`config.mk`:
```
export PLATFORM = sky130hd
export DESIGN_NAME = proc_hier_top_flat
export DESIGN_NICKNAME = d
export VERILOG_FILES = /design/src/rtl/proc_pkg.sv /design/src/rtl/proc_if.sv /design/src/rtl/proc_regfile.sv /design/src/rtl/proc_hier_top.sv /design/src/flat_wrapper.sv
export SDC_FILE = /design/constraint.sdc
export NUM_CORES = 1
export LEC_CHECK = 0
export BUFFER_PORTS_ARGS = -buffer_cell sky130_fd_sc_hd__buf_2
export CORE_UTILIZATION = 55
export CTS_CLUSTER_SIZE = 30
export DETAILED_ROUTE_END_ITERATION = 7
export PLACE_DENSITY = 0.83
export SYNTH_ARGS = -nofsm -noshare
export SYNTH_HDL_FRONTEND = slang
export SYNTH_SLANG_ARGS = --single-unit
```
`constraint.sdc`:
```
create_clock -name clk -period 11.4 [get_ports clk]
set_input_delay 1.71 -clock clk [delete_from_list [all_inputs] [get_ports clk]]
set_output_delay 1.71 -clock clk [all_outputs]
set_load 0.1 [all_outputs]
```
`src/rtl/proc_pkg.sv`:
```
// Shared definitions for the two-stage 16-bit core: opcodes, R-type function codes
// and the sign-extension helpers used by decode.
package proc_pkg;

  localparam int XLEN = 16;
  localparam int NREG = 8;
  localparam int RAW  = 3;

  typedef enum logic [4:0] {
    OP_HALT  = 5'b00000,
    OP_NOP   = 5'b00001,
    OP_J     = 5'b00100,
    OP_ADDI  = 5'b01000,
    OP_BEQZ  = 5'b01100,
    OP_ST    = 5'b10000,
    OP_LD    = 5'b10001,
    OP_LBI   = 5'b11000,
    OP_RTYPE = 5'b11011
  } opcode_e;

  typedef enum logic [1:0] {
    FN_ADD  = 2'b00,
    FN_SUB  = 2'b01,
    FN_XOR  = 2'b10,
    FN_ANDN = 2'b11
  } func_e;

  function automatic logic [XLEN-1:0] sext5(input logic [4:0] v);
    return {{(XLEN-5){v[4]}}, v};
  endfunction

  function automatic logic [XLEN-1:0] sext8(input logic [7:0] v);
    return {{(XLEN-8){v[7]}}, v};
  endfunction

  function automatic logic [XLEN-1:0] sext11(input logic [10:0] v);
    return {{(XLEN-11){v[10]}}, v};
  endfunction

endpackage

```
`src/rtl/proc_if.sv`:
```
// Instruction/data memory bus between the core (master) and external memories (slave).
// Purely combinational wires; memories answer in the same cycle, no backpressure.
interface proc_if;
  import proc_pkg::*;

  logic [XLEN-1:0] imem_addr;
  logic [XLEN-1:0] imem_data;
  logic [XLEN-1:0] dmem_addr;
  logic [XLEN-1:0] dmem_wdata;
  logic [XLEN-1:0] dmem_rdata;
  logic            dmem_ren;
  logic            dmem_wen;

  modport master (
    output imem_addr, dmem_addr, dmem_wdata, dmem_ren, dmem_wen,
    input  imem_data, dmem_rdata
  );

  modport slave (
    input  imem_addr, dmem_addr, dmem_wdata, dmem_ren, dmem_wen,
    output imem_data, dmem_rdata
  );

endinterface

```
`src/rtl/proc_regfile.sv`:
```
// 8x16 register file, two combinational read ports and one write port on the rising edge.
// Reads see the pre-write value in the write cycle; no backpressure.
module proc_regfile
  import proc_pkg::*;
(
  input  logic            clk,
  input  logic            rst,
  input  logic [RAW-1:0]  ra0,
  input  logic [RAW-1:0]  ra1,
  output logic [XLEN-1:0] rd0,
  output logic [XLEN-1:0] rd1,
  input  logic            we,
  input  logic [RAW-1:0]  wa,
  input  logic [XLEN-1:0] wd
);

  logic [XLEN-1:0] regs_q [NREG];
  logic [XLEN-1:0] regs_d [NREG];

  always_comb begin
    regs_d = regs_q;
    if (we) regs_d[wa] = wd;
  end

  always_ff @(posedge clk or negedge rst) begin
    if (!rst) begin
      for (int i = 0; i < NREG; i++) regs_q[i] <= '0;
    end else begin
      regs_q <= regs_d;
    end
  end

  assign rd0 = regs_q[ra0];
  assign rd1 = regs_q[ra1];

endmodule

```
`src/rtl/proc_hier_top.sv`:
```
// Two-stage (IF | ID/EX/MEM/WB) 16-bit processor with per-cycle trace outputs.
// One instruction per clock; taken branches cost one flushed slot; HALT freezes the pipe.
module proc_hier_top
  import proc_pkg::*;
#(
  parameter logic [15:0] RESET_PC = 16'h0000
) (
  input  logic        clk,
  input  logic        rst,
  proc_if.master      mem,
  output logic [15:0] pc,
  output logic [15:0] instr_ifid,
  output logic [15:0] nxt_pc_ifid,
  output logic        valid_ifid,
  output logic        reg_write,
  output logic [2:0]  write_reg,
  output logic [15:0] write_data,
  output logic        halt,
  output logic [31:0] cycle_count
);

  logic [15:0] pc_q, pc_d, instr_q, instr_d, nxt_pc_q, nxt_pc_d;
  logic        valid_q, valid_d, halt_q, halt_d;
  logic [31:0] cycle_q, cycle_d;

  opcode_e     op;
  func_e       fn;
  logic [2:0]  rs_a, rt_a, rd_a;
  logic [15:0] rs_v, rt_v, alu_addr, target;
  logic        en, take, halt_now, ren, wen, wr_en;
  logic [2:0]  wr_addr;
  logic [15:0] wr_dat;

  assign op       = opcode_e'(instr_q[15:11]);
  assign fn       = func_e'(instr_q[1:0]);
  assign rs_a     = instr_q[10:8];
  assign rt_a     = instr_q[7:5];
  assign rd_a     = instr_q[4:2];
  assign en       = valid_q & ~halt_q;
  assign alu_addr = rs_v + sext5(instr_q[4:0]);

  proc_regfile u_rf (
    .clk (clk),
    .rst (rst),
    .ra0 (rs_a),
    .ra1 (rt_a),
    .rd0 (rs_v),
    .rd1 (rt_v),
    .we  (wr_en),
    .wa  (wr_addr),
    .wd  (wr_dat)
  );

  always_comb begin
    wr_en    = 1'b0;
    wr_addr  = rt_a;
    wr_dat   = alu_addr;
    ren      = 1'b0;
    wen      = 1'b0;
    take     = 1'b0;
    halt_now = 1'b0;
    target   = nxt_pc_q + sext8(instr_q[7:0]);
    case (op)
      OP_HALT: halt_now = en;
      OP_ADDI: wr_en = en;
      OP_LD: begin
        wr_en  = en;
        ren    = en;
        wr_dat = mem.dmem_rdata;
      end
      OP_ST: wen = en;
      OP_LBI: begin
        wr_en   = en;
        wr_addr = rs_a;
        wr_dat  = sext8(instr_q[7:0]);
      end
      OP_RTYPE: begin
        wr_en   = en;
        wr_addr = rd_a;
        case (fn)
          FN_ADD:  wr_dat = rs_v + rt_v;
          FN_SUB:  wr_dat = rt_v - rs_v;
          FN_XOR:  wr_dat = rs_v ^ rt_v;
          FN_ANDN: wr_dat = rs_v & ~rt_v;
          default: wr_dat = rs_v + rt_v;
        endcase
      end
      OP_BEQZ: take = en & (rs_v == 16'h0000);
      OP_J: begin
        take   = en;
        target = nxt_pc_q + sext11(instr_q[10:0]);
      end
      default: ;
    endcase
  end

  // halt is visible in the same cycle the HALT sits in stage 2, and it freezes fetch then.
  assign halt = halt_q | halt_now;

  always_comb begin
    pc_d     = pc_q + 16'd2;
    instr_d  = mem.imem_data;
    nxt_pc_d = pc_q + 16'd2;
    valid_d  = 1'b1;
    halt_d   = halt;
    cycle_d  = cycle_q + 32'd1;
    if (halt) begin
      pc_d     = pc_q;
      instr_d  = instr_q;
      nxt_pc_d = nxt_pc_q;
      valid_d  = valid_q;
    end else if (take) begin
      pc_d    = target;
      valid_d = 1'b0;
    end
  end

  always_ff @(posedge clk or negedge rst) begin
    if (!rst) begin
      pc_q     <= RESET_PC;
      instr_q  <= '0;
      nxt_pc_q <= '0;
      valid_q  <= 1'b0;
      halt_q   <= 1'b0;
      cycle_q  <= '0;
    end else begin
      pc_q     <= pc_d;
      instr_q  <= instr_d;
      nxt_pc_q <= nxt_pc_d;
      valid_q  <= valid_d;
      halt_q   <= halt_d;
      cycle_q  <= cycle_d;
    end
  end

  assign mem.imem_addr  = pc_q;
  assign mem.dmem_addr  = alu_addr;
  assign mem.dmem_wdata = rt_v;
  assign mem.dmem_ren   = ren;
  assign mem.dmem_wen   = wen;

  assign pc          = pc_q;
  assign instr_ifid  = instr_q;
  assign nxt_pc_ifid = nxt_pc_q;
  assign valid_ifid  = valid_q;
  assign reg_write   = wr_en;
  assign write_reg   = wr_addr;
  assign write_data  = wr_dat;
  assign cycle_count = cycle_q;

endmodule

```
`src/flat_wrapper.sv`:
```
// flat-port wrapper written by rule: the top's interface ports become plain ports
module proc_hier_top_flat import proc_pkg::*;
#(
  parameter logic [15:0] RESET_PC = 16'h0000
)
  (clk, rst, pc, instr_ifid, nxt_pc_ifid, valid_ifid, reg_write, write_reg, write_data, halt, cycle_count, mem_imem_addr, mem_dmem_addr, mem_dmem_wdata, mem_dmem_ren, mem_dmem_wen, mem_imem_data, mem_dmem_rdata);
  proc_if mem_i ();
  input  logic clk;
  input  logic rst;
  output logic [15:0] pc;
  output logic [15:0] instr_ifid;
  output logic [15:0] nxt_pc_ifid;
  output logic valid_ifid;
  output logic reg_write;
  output logic [2:0] write_reg;
  output logic [15:0] write_data;
  output logic halt;
  output logic [31:0] cycle_count;
  output wire logic [$bits(mem_i.imem_addr)-1:0] mem_imem_addr;
  output wire logic [$bits(mem_i.dmem_addr)-1:0] mem_dmem_addr;
  output wire logic [$bits(mem_i.dmem_wdata)-1:0] mem_dmem_wdata;
  output wire logic [$bits(mem_i.dmem_ren)-1:0] mem_dmem_ren;
  output wire logic [$bits(mem_i.dmem_wen)-1:0] mem_dmem_wen;
  input wire logic [$bits(mem_i.imem_data)-1:0] mem_imem_data;
  input wire logic [$bits(mem_i.dmem_rdata)-1:0] mem_dmem_rdata;
  assign mem_imem_addr = mem_i.imem_addr;
  assign mem_dmem_addr = mem_i.dmem_addr;
  assign mem_dmem_wdata = mem_i.dmem_wdata;
  assign mem_dmem_ren = mem_i.dmem_ren;
  assign mem_dmem_wen = mem_i.dmem_wen;
  assign mem_i.imem_data = mem_imem_data;
  assign mem_i.dmem_rdata = mem_dmem_rdata;
  proc_hier_top #(.RESET_PC(RESET_PC)) u_core (.clk(clk), .rst(rst), .mem(mem_i), .pc(pc), .instr_ifid(instr_ifid), .nxt_pc_ifid(nxt_pc_ifid), .valid_ifid(valid_ifid), .reg_write(reg_write), .write_reg(write_reg), .write_data(write_data), .halt(halt), .cycle_count(cycle_count));
endmodule
```
==> out/metrics.cfg, run 1 <==
[sta]
relSlewSlack=0.1713
setup_viol=0
finalCritPeriodShare=0.7180
hold_viol_final=0
clock_skew_ns=0.01566
rsz0062_at_grt=no
fmax_mhz=122.2
fin_crit_ns=8.185
fin_setup_tns_ns=0
slew_violations=0
tightest_slew_ns=1.240

[critical_path]
cp-end-kind=output port
critPathRequiredTime_ns=9.69
start_kind=register
crit_arrival_ns=6.48
r2r.worst_path.cells=15
worstSetupPathType=reg -> out
path_max_fanout=23

[floorplanning]
num_rows=58
ios=186
die_w_um=163.5
fp.dieH_um=163.5
die-area_um2=26740
start_util=0.5649
core_um2=25400

[grt]
antenna_found_initial=1
grt_max_degree=79
grt_use_total=0.3208
grt_pass1_wl_mm=66.97
overflow=0
grt_pass1_vias=12325

[status]
status=complete, but fails checks
failed_checks=DRC

[synth]
synth_cell_types=79
ys_async_sr_fraction=1.000
yosys_warnings=0
synthesis.instances=1486
synth_ff_type=dfrtp_1
syn-num-nets=1587
syn_area_per_cell_um2=9.655
syn_area_um2=14350
ys_ff_latch=210
synth_edf_count=0
synth-seq-area-share=0.3663

[hold_path]
whs_path_depth=1
hold_path.class=reg -> reg

[routing]
drc=1
wl_per_cell_um=21.49
wl_met2_mm=19.31
drtIter0Drc=1489
via_per_inst=6.421
wl_met1_mm=16.93
firstDrtPassIters=8
ant_nets=0
routed-wl-met3_mm=4.591
num_vias=12714
drt_wl_total_mm=42.55
dr.max_layer_used=met4

[clock_tree]
clkTransAtPathRegs_ns=0.06
cts_made_buffers=24
clock_latency_ns=0.54
hold_buffers=0
cts_max_level=1
post_cts_buffers=0
clkSinkCount=210
cts_tree=built
clockRootBuffer=clkbuf_16
cts_resized=0
cts_buffer_depth=3

[finish]
drive_gt1_frac=0.2382
mostFrequentLayoutCell=nand2_1
antenna_cells=0
final_cell_mix=284 x nand2_1, 207 x dfrtp_1, 184 x buf_2, 97 x nor2_1, 65 x xnor2_1
nets=1733
area_delta_synth_final_pct=13.20
nFillCells=1999
finalNonFillerCells=1980

[placement]
hpwlAfterDp_mm=29.85
gp_congestion=0.9752
port_buffers=185
dp_cells=1936

[run]
drv_cap=0

[worst max-delay path, cell delays in order (launching register included)]
cell and delay, ns:
dfrtp_2 0.73, buf_4 0.47, mux4_1 0.63, mux2i_2 0.36, ha_1 0.23, nand2_1 0.11
o31ai_1 0.31, xor2_1 0.11, ha_1 0.26, or3_1 0.41, o221a_1 0.26, o31a_1 0.14
o211ai_1 0.28, o21ai_1 0.13, a21oi_1 0.16, xnor3_2 0.54, a311oi_1 0.30, buf_2 0.48
[metal layers]
layer,up-vias,track usage
met3,135,0.07263
met1,6201,0.4294
met2,750,0.5033
met5,-,0
li1,5628,-
met4,0,0.1317
[cells in the mapped netlist, drive strengths merged, types with 22 or more instances]
cell,number,area share
a211oi,22,0.012
a21oi,45,0.016
and2,22,0.0096
and3,23,0.010
buf,54,0.022
clkbuf,33,0.0086
dfrtp,210,0.37
ha,64,0.056
inv,57,0.015
mux2,61,0.048
mux4,66,0.10
nand2,284,0.074
nand3,26,0.0091
nor2,98,0.026
nor3,34,0.012
o21ai,67,0.024
o31ai,40,0.021
xnor2,65,0.040
xor2,23,0.014
[registers in the layout, indices dropped and copies added, names as in the netlist]
signal	count
u_core.halt_q	1
u_core.nxt_pc_ifid	16
u_core.mem.imem_addr	16
u_core.valid_ifid	1
u_core.u_rf.regs_q	128
u_core.cycle_count	32
u_core.instr_ifid	16
[cell families after synthesis]
group / share of synthesized area
buffers and inverters: 0.04657
and+or+nand+nor: 0.1728
xor gates and xnor gates: 0.05538
muxes: 0.1641
DFF: 0.3663
AOI/OAI and AO/OA: 0.1349
adders and majority gates: 0.06000
[final timing paths]
check                                                 startpoint                            endpoint  slack, ns
worst max-delay path            u_core.instr_ifid[9]$_DFFE_PN0N_                      write_data[15]       3.21
worst min-delay path            u_core.cycle_count[31]$_DFF_PN0_    u_core.cycle_count[31]$_DFF_PN0_       0.47
worst max register to register  u_core.instr_ifid[9]$_DFFE_PN0N_  u_core.u_rf.regs_q[14]$_DFFE_PN0P_       5.61
worst min register to register  u_core.cycle_count[31]$_DFF_PN0_    u_core.cycle_count[31]$_DFF_PN0_       0.47
max in group asynchronous                                    rst  u_core.u_rf.regs_q[27]$_DFFE_PN0P_       8.79
min in group asynchronous                                    rst  u_core.u_rf.regs_q[10]$_DFFE_PN0P_       1.17
[metrics by stage]
stage | hold WS, ns | instance area (um^2) | setup slack, ns | util
after floorplan | 0.4543 | 14350 | 2.235 | -
after global placement | 0.4546 | 15440 | 3.751 | 0.6078
after detailed placement | 0.4583 | 15440 | 3.723 | 0.6078
after CTS | 0.4705 | 16240 | 3.198 | 0.6395
after global routing | 0.4908 | 16240 | 2.829 | 0.6395
final | 0.4675 | 16240 | 3.215 | 0.6395
[area by class of cell]
type / instances / area, um^2 / share of cell area
inverters: 59 / 221.5 / 0.01364
multi-input cells: 1130 / 8444 / 0.5199
clock buffers: 33 / 684.4 / 0.04214
clock inverters: 11 / 120.1 / 0.007395
well taps: 330 / 412.9 / 0.02542
repair buffers: 207 / 1100 / 0.06771
flip-flops and latches: 210 / 5259 / 0.3238
Power of run 1 is left out: the tool's default activity adds up to more than one toggle a clock period on the data nets, which glitch-free logic cannot reach.
==> run 2: changes to the inputs <==
==> constraint.sdc (replaced) <==
create_clock -name clk -period 7.55 [get_ports clk]
set_input_delay 1.1325 -clock clk [delete_from_list [all_inputs] [get_ports clk]]
set_output_delay 1.1325 -clock clk [all_outputs]
set_load 0.1 [all_outputs]
==> out/metrics.cfg, run 2 (same netlist as run 1, synthesis figures left out) <==
[grt]
grt_use_total=0.3195  ; -0.001340
grt_use_met2=0.4998  ; -0.003467
grt_pass1_wl_mm=66.07  ; -1.3%
grt_max_degree=119  ; +51%
met1_usage=0.4404  ; +0.01104
antenna_found_initial=0  ; -1
busiest_layer=met2
overflow=0  ; unchanged
grt_pass1_vias=12062  ; -2.1%
met3_usage=0.06044  ; -0.01219

[sta]
clock_skew_ns=0.02130  ; +0.005639 ns
fin_setup_tns_ns=0  ; unchanged
fmax_mhz=138.8
slew_violations=0  ; unchanged
whs_ns=0.4840  ; +0.01654 ns
setup_viol=0  ; unchanged
finalCritPeriodShare=0.9546
fin_crit_ns=7.207
hold_viol_final=0  ; unchanged
relSlewSlack=0.2072  ; +0.03596
rsz0062_at_grt=no
tightest_slew_ns=1.189  ; -0.05093 ns

[critical_path]
reg2reg_from=u_core.instr_ifid[9]$_DFFE_PN0N_
cp-end-kind=output port
crit_arrival_ns=6.07  ; -0.41 ns
critPathRequiredTime_ns=6.42  ; -3.27 ns
worstSetupPathType=reg -> out
start_kind=register
path_max_fanout=24  ; +4.3%
crit_start=u_core.instr_ifid[9]$_DFFE_PN0N_

[clock_tree]
clkSinkCount=210  ; unchanged
post_cts_buffers=0  ; unchanged
cts_max_level=1  ; unchanged
clock_latency_ns=0.52  ; -0.02 ns
clkTransAtPathRegs_ns=0.06  ; about the same
cts_buffer_depth=3  ; unchanged
clockRootBuffer=clkbuf_16
cts_made_buffers=24  ; unchanged
hold_buffers=0  ; unchanged
cts_tree=built

[routing]
drt_wl_total_mm=42.75  ; +0.48%
firstDrtPassIters=8  ; unchanged
num_vias=12826  ; +0.88%
via_per_inst=6.458  ; +0.58%
ant_nets=0  ; unchanged
wl_per_cell_um=21.53  ; +0.18%
drc=0  ; -1
drtIter0Drc=1676  ; +13%

[run]
drv_cap=0  ; unchanged

[floorplanning]
core_um2=25400  ; unchanged
num_rows=58  ; unchanged
start_util=0.5649  ; unchanged
ios=186  ; unchanged
die-area_um2=26740  ; unchanged
fp.dieH_um=163.5  ; unchanged
die_w_um=163.5  ; unchanged

[placement]
port_buffers=185  ; unchanged
placed_area_um2=15560  ; +0.78%
hpwlAfterDp_mm=30.57  ; +2.4%
gp_congestion=1.006  ; +3.2%
dp_cells=1943  ; +0.36%

[finish]
mostFrequentLayoutCell=nand2_1
finalNonFillerCells=1986  ; +0.30%
antenna_cells=0  ; unchanged
nets=1740  ; +0.40%
final_cell_mix=284 x nand2_1, 207 x dfrtp_1, 184 x buf_2, 96 x nor2_1
drive_gt1_frac=0.2476  ; +0.009403
final_area_um2=16370  ; +0.82%
largest_reg_flops=128  ; unchanged
largest_register=u_core.u_rf.regs_q
area_delta_synth_final_pct=14.13

[status]
status=finished, final reports clean

[hold_path]
hold_path.class=reg -> reg
hold_start=u_core.cycle_count[31]$_DFF_PN0_

-- run 2: cell type report --
cell class                 instances  area, um^2
clock inverter                     7       87.58
timing repair buffer             214        1152
sequential                       210        5261
fill                            1960        9025
multi-input combinational       1130        8512
tap                              330       412.9
inverter                          59       221.5
clock buffer                      36       726.9
-- run 2: final timing paths --
check | endpoint | slack, ns | depth (start not counted)
worst max-delay path | write_data[15] | 0.34 | 16
worst min-delay path | u_core.cycle_count[31]$_DFF_PN0_ | 0.48 | 1
worst max register to register | u_core.u_rf.regs_q[76]$_DFFE_PN0P_ | 2.34 | 14
worst min register to register | u_core.cycle_count[31]$_DFF_PN0_ | 0.48 | 1
max in group asynchronous | u_core.instr_ifid[5]$_DFFE_PN0N_ | 5.53 | 2
min in group asynchronous | u_core.u_rf.regs_q[76]$_DFFE_PN0P_ | 0.75 | 1
-- run 2: repair_timing --
action / 4_1_cts / 5_1_grt
resized for setup: 0 / 1
setup endpoints to repair: 0 / 1
hold endpoints to repair: 0 / 0
-- run 2: routing by layer --
| metal | part of all wire | vias to the layer above |
|---|---|---|
| met4 | 0.036 | 0 |
| met1 | 0.40 | 6148 |
| met2 | 0.45 | 890 |
| met5 | 0 | - |
| met3 | 0.12 | 144 |
| li1 | - | 5644 |
-- run 2: metrics by stage --
step	setup slack [ns]	utilization
finish	0.3428	0.6447
global route	0.03502	0.6447
CTS	0.2352	0.6446
detailed placement	0.8034	0.6125
global placement	0.8503	0.6125
floorplan	-0.07881	-
-- run 2: worst max-delay path: stages (launching register included) --
cell and delay (ns):
dfrtp_4 0.65, buf_4 0.44, mux4_1 0.65, mux2i_4 0.21, nand2_1 0.16, o31ai_1 0.32, xor2_1 0.11, ha_1 0.24
or3_1 0.41, o221a_1 0.27, o31a_1 0.14, o211ai_1 0.30, o21ai_1 0.13, a21oi_1 0.18, xnor3_2 0.56, a311oi_2 0.31
buf_2 0.47
Power of run 2 is left out for the same reason.
